$ cat src/rtl/cic_decim.sv
// Three-stage CIC decimator: 14-bit signed input, decimation by R, 16-bit signed output with a 5-cycle latency.
// Define CIC_ROUND_EN for round-half-up output scaling with saturation; the default build truncates.
module cic_decim #(
  parameter int R = 8,
  parameter int N = 3
) (
  input  logic        clk,
  input  logic        rst,
  input  logic [13:0] in_data,
  input  logic        in_valid,
  output logic [15:0] out_data,
  output logic        out_valid,
  input  logic        out_ready,
  output logic        overrun
);

  localparam int LR  = $clog2(R);
  localparam int W   = 14 + 3 * LR;
  // One capture stage, N comb stages and one scaling stage lead to the output register.
  localparam int LAT = N + 2;

  logic signed [W-1:0] in_ext;
  logic signed [W-1:0] integ1, integ2, integ3;
  logic signed [W-1:0] integ1_nxt, integ2_nxt, integ3_nxt;
  logic signed [W-1:0] cap;
  logic signed [W-1:0] comb1, comb2, comb3;
  logic signed [W-1:0] dly1, dly2, dly3;
  logic [LR-1:0]       cnt;
  logic [LAT-1:0]      vld;
  logic [15:0]         scaled;
  logic [15:0]         scale_nxt;
  logic                dec_event;

  assign in_ext    = {{(W - 14){in_data[13]}}, in_data};
  assign dec_event = in_valid && (cnt == LR'(R - 1));

  // The integrators chain combinationally so each one sees the current sample; the captured value includes it.
  assign integ1_nxt = integ1 + in_ext;
  assign integ2_nxt = integ2 + integ1_nxt;
  assign integ3_nxt = integ3 + integ2_nxt;

`ifdef CIC_ROUND_EN
  localparam logic signed [W:0] HALF = (W + 1)'(1) << (W - 17);

  logic signed [W:0]  rnd_sum;
  logic signed [16:0] rnd_q;
  logic               unused_rnd_lsbs;

  assign rnd_sum         = {comb3[W-1], comb3} + HALF;
  assign rnd_q           = rnd_sum[W:W-16];
  assign unused_rnd_lsbs = ^rnd_sum[W-17:0];

  // NOTE: always_comb assigns a default first so no path can leave scale_nxt unassigned and infer a latch.
  always_comb begin
    scale_nxt = rnd_q[15:0];
    if (rnd_q[16] != rnd_q[15]) scale_nxt = rnd_q[16] ? 16'h8000 : 16'h7fff;
  end
`else
  logic unused_trunc_lsbs;

  assign scale_nxt         = comb3[W-1:W-16];
  assign unused_trunc_lsbs = ^comb3[W-17:0];
`endif

  // NOTE: all state uses non-blocking assignments so every register samples pre-edge values, which keeps the pipeline ordering exact.
  always_ff @(posedge clk) begin
    if (rst) begin
      integ1    <= '0;
      integ2    <= '0;
      integ3    <= '0;
      cnt       <= '0;
      vld       <= '0;
      cap       <= '0;
      comb1     <= '0;
      comb2     <= '0;
      comb3     <= '0;
      dly1      <= '0;
      dly2      <= '0;
      dly3      <= '0;
      scaled    <= '0;
      out_data  <= '0;
      out_valid <= 1'b0;
      overrun   <= 1'b0;
    end else begin
      if (in_valid) begin
        integ1 <= integ1_nxt;
        integ2 <= integ2_nxt;
        integ3 <= integ3_nxt;
        cnt    <= cnt + 1'b1;
      end

      vld <= {vld[LAT-2:0], dec_event};
      if (dec_event) cap <= integ3_nxt;

      // The comb delay registers advance only with decimated samples, never with raw input cycles.
      if (vld[0]) begin
        comb1 <= cap - dly1;
        dly1  <= cap;
      end
      if (vld[1]) begin
        comb2 <= comb1 - dly2;
        dly2  <= comb1;
      end
      if (vld[2]) begin
        comb3 <= comb2 - dly3;
        dly3  <= comb2;
      end
      if (vld[3]) scaled <= scale_nxt;

      if (vld[LAT-1]) begin
        out_data  <= scaled;
        out_valid <= 1'b1;
        if (out_valid && !out_ready) overrun <= 1'b1;
      end else if (out_valid && out_ready) begin
        out_valid <= 1'b0;
      end
    end
  end

endmodule

$ cat config.mk
export PLATFORM = sky130hd
export DESIGN_NAME = cic_decim
export DESIGN_NICKNAME = d
export VERILOG_FILES = /design/src/rtl/cic_decim.sv
export SDC_FILE = /design/constraint.sdc
export NUM_CORES = 1
export LEC_CHECK = 0
export CORE_MARGIN = 5
export CORE_UTILIZATION = 30
export DETAILED_ROUTE_END_ITERATION = 10
export DONT_BUFFER_PORTS = 1
export GPL_ROUTABILITY_DRIVEN = 0
export PLACE_DENSITY_LB_ADDON = 0.05
export SYNTH_ARGS = -nofsm -noshare
export SYNTH_HDL_FRONTEND = slang
export SYNTH_SLANG_ARGS = --single-unit
$ cat constraint.sdc
create_clock -name clk -period 7.86 [get_ports clk]
set_input_delay 1.572 -clock clk [delete_from_list [all_inputs] [get_ports clk]]
set_output_delay 1.572 -clock clk [all_outputs]
set_load 0.03 [all_outputs]
==> summary.md, run 1 <==
| Metric | Value |
|---|---|
| Fraction of layout cells with a size suffix above 1 | `roughly 4.6%` |
| Initial Util | `~30%` |
| Syn avg cell area | `8.63 um^2` |
| YS warnings | `0` |
| Grt ovf | `0` |
| Worst endpoint required time | `8280 ps` |
| Setup Crit Path Kind | `in2reg` |
| Ports | `36` |
| Critical Path Fanout Max | `3` |
| # Post-CTS Setup Buffers | `0` |
| DP Area | `between 15000 and 20000 um^2` |
| Async S/R FF share, synth | `0%` |
| Reg2reg setup slack | `roughly 1500 ps` |
| Syn Nets | `1960` |
| Synthesized flop and latch total | `265` |
| Htree depth | `2` |
| Post-layout util | `roughly 34%` |
| VDD IR max | `about 160 uV` |
| Switching Share | `approximately two fifths` |
| Dpl cells | `approximately 2400` |
| R2R Path Start | `integ1[1]$_SDFFE_PP0P_` |
| Hold EP | `integ3[15]$_SDFFE_PP0P_` |
| Cell count after synthesis | `1801` |
| Post-DP HPWL | `between 20000 and 30000 um` |
| Mapped Area | `between 15000 and 20000 um^2` |
| Final Hold Viols | `0` |
| Crit-path leading delay family | `compound AO/OA/AOI/OAI gates` |
| Finish-stage setup viols | `0` |
| Post-synth EDFFs | `0` |
| CTS Sinks | `around 270` |
| First-pass GRT wire length | `62000 um` |
| Synth unique cells | `74` |
| Max Cap Viol | `0` |
| Setup crit start kind | `primary input` |
| Slew headroom | `33.5%` |
| Critical Path Slowest Stage Cell | `o41ai_1` |
| Flop pwr share | `between 20% and 30%` |
| Drt first pass iters | `5` |
| Via/cell ratio | `between 4 and 5` |
| Leakage | `0.00692 uW` |
| Final worst path period share | `between 90% and 100%` |
| Total number of vias | `approximately 12000` |
| Die Span Y | `238 um` |
| Routed Antenna Nets | `0` |
| Clock Path Buffers | `3` |
| R2R Path End | `integ3[21]$_SDFFE_PP0P_` |
| Clk Latency, worst-skew pair | `~540 ps` |
| Max incr delay on CP | `approximately 690 ps` |
| Int Power | `around 3300 uW` |
| Reg clk slew, reported paths | `about 50 ps` |
| Reg2Reg Depth | `26` |
| Final Cell Area | `about 17000 um^2` |
| Arrival @ worst endpoint | `~7500 ps` |
| GRT Util Overall | `a little over an eighth` |
| Crit path top cell by count | `a21oi_1` |
| Max Slew Vio Count | `0` |
| Unrepaired setup endpoints after global routing | `no` |
| Clk root buf | `clkbuf_16` |
| Cell Count, Final, Fillers Out | `2474` |
| Max frequency | `~140 MHz` |
| # diodes | `0` |
| Drc violations | `0` |
| Clk network pwr share | `roughly 29%` |
| Hold Path Depth | `2` |
| Final nets | `around 1900` |
| Buffers added on ports | `0` |
| Hold Crit Class | `reg2reg` |
| Top FF cell, synth | `dfxtp_1` |
| Final wirelength | `about 37000 um` |
| Worst Path Buf+Inv | `0` |
| Sw power | `around 2100 uW` |
| Num CTS Buffers | `36` |
| Post-synthesis sequential area ratio | `between 30 and 40%` |
| Hold buffer count at cts | `0` |
| Worst Max-Slew Pin Slew | `between 900 and 1000 ps` |
| Outcome | `completed` |
| Setup tns final | `0 ps` |
| Rows | `between 80 and 90` |
| Routed len/inst | `about 15 um` |
| Fillers | `between 5000 and 6000` |
| CTS tree | `built` |
| Layout Skew | `around 17 ps` |
| Vias in the first global route | `11696` |
| Syn-to-layout area delta | `11.1%` |
| P per Cell Area | `between 300 and 400 nW/um^2` |
| Largest net degree at the start of global routing | `roughly 270` |
| Resized cells post-CTS | `0` |
| Final min period | `between 7000 and 8000 ps` |
| Die extent in x | `roughly 240 um` |
| Initial antenna violation count | `0` |
| Fin Hold WS | `around 480 ps` |
| Hold_sp | `integ3[15]$_SDFFE_PP0P_` |
| CP endpoint kind | `flip-flop` |
| Logic pwr share | `43.4%` |
| Core Box Area | `51300 um^2` |
| Die ar. | `~56000 um^2` |
| DRT iter0 DRCs | `about 530` |
[worst max path at each step]
stage                          start                 endpoint  slack [ps]  depth (start not counted)
after global placement    in_data[1]  integ3[21]$_SDFFE_PP0P_         510                         26
after global routing      in_data[1]  integ3[21]$_SDFFE_PP0P_         370                         26
after CTS                 in_data[1]  integ3[21]$_SDFFE_PP0P_         910                         26
after detailed placement  in_data[1]  integ3[21]$_SDFFE_PP0P_         380                         26
final                     in_data[1]  integ3[21]$_SDFFE_PP0P_         760                         26
after floorplan           in_data[1]  integ3[21]$_SDFFE_PP0P_        1160                         26
[Yosys cell counts (all sizes together), types with 6 or more instances]
| cell type | number | area, um^2 |
|---|---|---|
| o21a | 14 | 105 |
| a21boi | 8 | 60.1 |
| a21oi | 130 | 651 |
| clkbuf | 59 | 221 |
| a211o | 9 | 78.8 |
| and3 | 20 | 125 |
| ha | 136 | 1700 |
| o21ai | 47 | 235 |
| nand4 | 9 | 56.3 |
| a311o | 7 | 70.1 |
| nand3 | 24 | 120 |
| mux2i | 186 | 1860 |
| a31o | 6 | 52.6 |
| a31oi | 14 | 87.6 |
| o31ai | 6 | 45.0 |
| dfxtp | 265 | 5310 |
| nor3 | 26 | 130 |
| nor2b | 21 | 131 |
| nand2 | 94 | 353 |
| and2 | 7 | 43.8 |
| a21o | 60 | 452 |
| nor4 | 6 | 37.5 |
| buf | 17 | 67.6 |
| or3 | 13 | 81.3 |
| a211oi | 22 | 165 |
| inv | 120 | 450 |
| and4 | 6 | 53.8 |
| xor2 | 24 | 218 |
| nand2b | 9 | 56.3 |
| xnor2 | 75 | 657 |
| nor2 | 274 | 1030 |
| o21bai | 18 | 135 |
[area by class of cell]
class                           count  area, um^2  area share, %
Multi-Input combinational cell   1340        9500           55.0
Clock inverter                     17         158          0.913
Tap cell                          680         851           4.93
Clock buffer                       47         962           5.57
Sequential cell                   265        5310           30.8
Inverter                          120         450           2.61
Timing Repair Buffer                5        37.5          0.217
[sequential cells by signal (all words and copies together), names as in the netlist, 3 cells and up]
name,cells
dly3,23
dly1,23
integ3,23
vld,5
out_data,16
integ2,23
comb1,23
comb2,23
cnt,3
comb3,16
cap,23
scaled,16
dly2,23
integ1,23
[cells in the final DEF (no fill, tap or decap), types with 6 or more instances in the layout]
cell       synthesis  final
or3_1             13     13
o21a_1            14     14
a21oi_1          130    130
nor3_1            26     26
a31oi_1           14     14
a211o_1            9      9
nand2_1           94     94
xnor2_1           75     75
and2_1             7      7
dfxtp_1          265    262
a21o_1            59     59
a211oi_1          22     22
nand3_1           24     24
and3_1            20     20
nand2b_1           9      9
nor2_1           274    274
o31ai_1            6      6
a311o_1            7      7
nor4_1             6      6
clkbuf_1          59      9
o21bai_1          18     18
mux2i_1          186    186
nor2b_1           21     21
o21ai_0           44     44
xor2_1            23     23
clkbuf_16          0     36
clkinv_2           0      7
nand4_1            9      9
a21boi_0           8      8
inv_1            120    120
ha_1             136    136
[cells by family after synthesis]
family / share of synthesized area [%]
DFF: 34.1
AOI/OAI and AO/OA: 16.6
muxes: 12.1
adders and majority gates: 11.6
buffers and inverters: 4.76
and+or+nand+nor: 15.0
xor gates and xnor gates: 5.77
[worst register-to-register path: stages, from the launching register on]
cell and delay, ps:
dfxtp_1 360, ha_1 240, a21o_1 180, a21oi_1 240, o21bai_1 90, a21oi_1 240, o21bai_1 130, a21oi_1 230
xnor2_1 140, ha_1 230, o41ai_1 690, o21bai_1 180, a21oi_1 260, a21oi_1 160, a21o_1 220, a21oi_1 220
xnor2_1 190, ha_1 300, nand2_1 80, nor2_1 40, a211oi_1 350, a21boi_0 310, a311oi_1 110, o21a_1 240
o21ai_1 210, mux2_1 340, a311o_1 310
[power groups by stage]
| stage | Clock, uW | Combinational [uW] | Sequential [uW] |
|---|---|---|---|
| floorplan | 0 | 1870 | 1530 |
| global placement | 0 | 2380 | 1550 |
| detailed placement | 0 | 2380 | 1550 |
| CTS | 1640 | 2400 | 1520 |
| global route | 1690 | 2660 | 1530 |
| finish | 1550 | 2360 | 1520 |
[routing by layer]
layer,part of all wire [%],vias up,GRT usage [%]
met3,2.6,54,2.11
met5,0,-,0
met2,47,85,21.9
met4,2.3,0,4.02
li1,-,6238,-
met1,49,5518,17.4
[through the flow]
step	worst slack, ps	power, uW
floorplan	1160	3400
global placement	511	3930
detailed placement	376	3930
CTS	909	5560
global route	366	5880
finish	762	5430
No activity file was read; power rests on OpenSTA's default activity.
==> inputs of run 2 (changes only) <==
--- a/config.mk
+++ b/config.mk
@@ -5,8 +5,9 @@
 export SDC_FILE = /design/constraint.sdc
 export NUM_CORES = 1
 export LEC_CHECK = 0
-export CORE_MARGIN = 5
+export CORE_MARGIN = 2
 export CORE_UTILIZATION = 30
+export CTS_BUF_LIST = sky130_fd_sc_hd__clkbuf_8
 export DETAILED_ROUTE_END_ITERATION = 10
 export DONT_BUFFER_PORTS = 1
 export GPL_ROUTABILITY_DRIVEN = 0
==> run 2 against run 1 <==
Compared with the run above:
- sequential power about the same
- critical endpoint unchanged
- global-route usage grew 1.3 points
- largest cell class unchanged
- cell area is 0.22% lower
- critical path type unchanged
- die area fell by 5.0%
==> summary.md, run 2 (synthesis results as in run 1) <==
| Metric | Value |
|---|---|
| VDD IR max | `~160 uV` |
| Syn-to-layout area delta | `10.8%` |
| Critical Path Slowest Stage Cell | `o41ai_1` |
| Final min period | `6850 ps` |
| Cell Count, Final, Fillers Out | `2500` |
| Ports | `36` |
| Drc violations | `0` |
| Htree depth | `2` |
| # Post-CTS Setup Buffers | `0` |
| Final nets | `1943` |
| Rows | `83` |
| Outcome | `completed` |
| Fraction of layout cells with a size suffix above 1 | `5.49%` |
| CTS tree | `built` |
| Dpl cells | `~2400` |
| Drt first pass iters | `5` |
| CTS Sinks | `~270` |
| Largest net degree at the start of global routing | `around 270` |
| DRT iter0 DRCs | `454` |
| Max incr delay on CP | `650 ps` |
| Resized cells post-CTS | `0` |
| Post-layout util | `around 34%` |
| Via/cell ratio | `4.80` |
| Unrepaired setup endpoints after global routing | `no` |
| FF/Latch Area | `roughly 5300 um^2` |
| Fillers | `about 5400` |
| Multi-input gate area | `9500 um^2` |
| Worst Max-Slew Pin Slew | `1010 ps` |
| Max Cap Viol | `0` |
| Hold Crit Class | `reg2reg` |
| Crit-path leading delay family | `compound AO/OA/AOI/OAI gates` |
| First-pass GRT wire length | `63300 um` |
| Setup crit start kind | `primary input` |
| Vias in the first global route | `between 10000 and 15000` |
| Hold buffer count at cts | `0` |
| Max frequency | `~150 MHz` |
| Die Span Y | `roughly 230 um` |
| # diodes | `0` |
| P per Cell Area | `310 nW/um^2` |
| Arrival @ worst endpoint | `approximately 7400 ps` |
| Clk root buf | `clkbuf_8` |
| Clock Path Buffers | `3` |
| Slew headroom | `about 32%` |
| Clk Latency, worst-skew pair | `660 ps` |
| Post-DP HPWL | `about 26000 um` |
| Setup tns final | `0 ps` |
| Worst Path Buf+Inv | `0` |
| Max Slew Vio Count | `0` |
| Core Box Area | `just over 50000 um^2` |
| Final Hold Viols | `0` |
| Num CTS Buffers | `52` |
| Routed len/inst | `around 15 um` |
| Die ar. | `about 54000 um^2` |
| Initial Util | `30.3%` |
| Final wirelength | `about 38000 um` |
| Power, Total | `5340 uW` |
| Commonest non-fill, non-tap cells in the layout | `nor2_1, dfxtp_1, mux2i_1` |
| Buffers added on ports | `0` |
| Commonest non-fill, non-tap cell in the layout | `nor2_1` |
| Worst endpoint required time | `8400 ps` |
| Reg clk slew, reported paths | `approximately 50 ps` |
| GRT Util Overall | `between 10 and 15%` |
| Critical Path Fanout Max | `3` |
| Leakage | `about 0.007 uW` |
| Setup Crit Path Kind | `in2reg` |
| Routed Antenna Nets | `0` |
| Total number of vias | `about 12000` |
| Crit path top cell by count | `a21oi_1` |
| CP endpoint kind | `flip-flop` |
| Finish-stage setup viols | `0` |
| Initial antenna violation count | `0` |
| Grt ovf | `0` |
| Die extent in x | `approximately 230 um` |
| Layout Skew | `41.6 ps` |
| Final worst path period share | `roughly 87%` |
## run 2: changes by cell type in the layout (fill, tap and decap cells not counted)
cell,before,now
clkinvlp_4,4,0
inv_6,1,0
clkbuf_16,36,0
bufinv_16,1,3
inv_16,1,0
clkinv_2,7,5
inv_1,120,137
clkbuf_8,2,62
clkinv_4,2,0
clkinv_8,1,2
clkbuf_1,9,0
inv_12,0,1
## run 2: path summary, 6_finish.rpt
path	from	end	slack [ps]	cells past startpoint
hold / removal	integ3[15]$_SDFFE_PP0P_	integ3[15]$_SDFFE_PP0P_	470	2
setup reg to reg	integ1[1]$_SDFFE_PP0P_	integ3[21]$_SDFFE_PP0P_	1630	26
hold reg to reg	integ3[15]$_SDFFE_PP0P_	integ3[15]$_SDFFE_PP0P_	470	2
setup / recovery	in_data[1]	integ3[21]$_SDFFE_PP0P_	1010	26
## run 2: layout make-up
type	instances	share of cell area, %
Sequential cell	265	30.8
Multi-Input combinational cell	1340	55.1
Timing Repair Buffer	5	0.218
Clock inverter	28	1.32
Tap cell	680	4.94
Clock buffer	62	4.95
Inverter	120	2.61
## run 2: stage by stage
stage | setup slack [ps] | instance area (um^2) | hold slack (ps)
final | 1010 | 17200 | 468
after global routing | 498 | 17200 | 498
after CTS | 1120 | 17200 | 469
after detailed placement | 432 | 16100 | 459
after global placement | 501 | 16100 | 467
after floorplan | 1160 | 15500 | 449
## run 2: worst register-to-register path, cell delays in order, from the launching register on
cell	delay (ps)
dfxtp_1	330
ha_1	270
a21o_1	170
a21oi_1	230
o21bai_1	100
a21oi_1	240
o21bai_1	120
a21oi_1	220
xnor2_1	130
ha_1	230
o41ai_1	650
o21bai_1	190
a21oi_1	260
a21oi_1	150
a21o_1	220
a21oi_1	220
xnor2_1	180
ha_1	290
nand2_1	80
nor2_1	40
a211oi_1	320
a21boi_0	310
a311oi_1	110
o21a_1	240
o21ai_1	200
mux2_1	340
a311o_1	310
## run 2: report_power, final
group	internal, uW	switching (uW)	leakage (uW)	total [uW]
combinational	961	1410	0.00423	2370
sequential	1450	68.6	0.00215	1520
clock	816	639	0.000619	1450
## run 2: routing by layer
metal | track usage [%] | up-vias | routed length [um]
met5 | 0 | - | 0
met4 | 4.09 | 0 | 895
met3 | 2.94 | 63 | 1280
met2 | 24.1 | 123 | 17600
met1 | 18.7 | 5536 | 18200
li1 | - | 6277 | -
==> inputs of run 3 (changes only) <==
--- a/config.mk
+++ b/config.mk
@@ -5,6 +5,7 @@
 export SDC_FILE = /design/constraint.sdc
 export NUM_CORES = 1
 export LEC_CHECK = 0
+export CAP_MARGIN = 20
 export CORE_MARGIN = 2
 export CORE_UTILIZATION = 30
 export CTS_BUF_LIST = sky130_fd_sc_hd__clkbuf_8
==> results of run 3 <==
The final DEF is identical to that of run 2; final timing and power are the same.
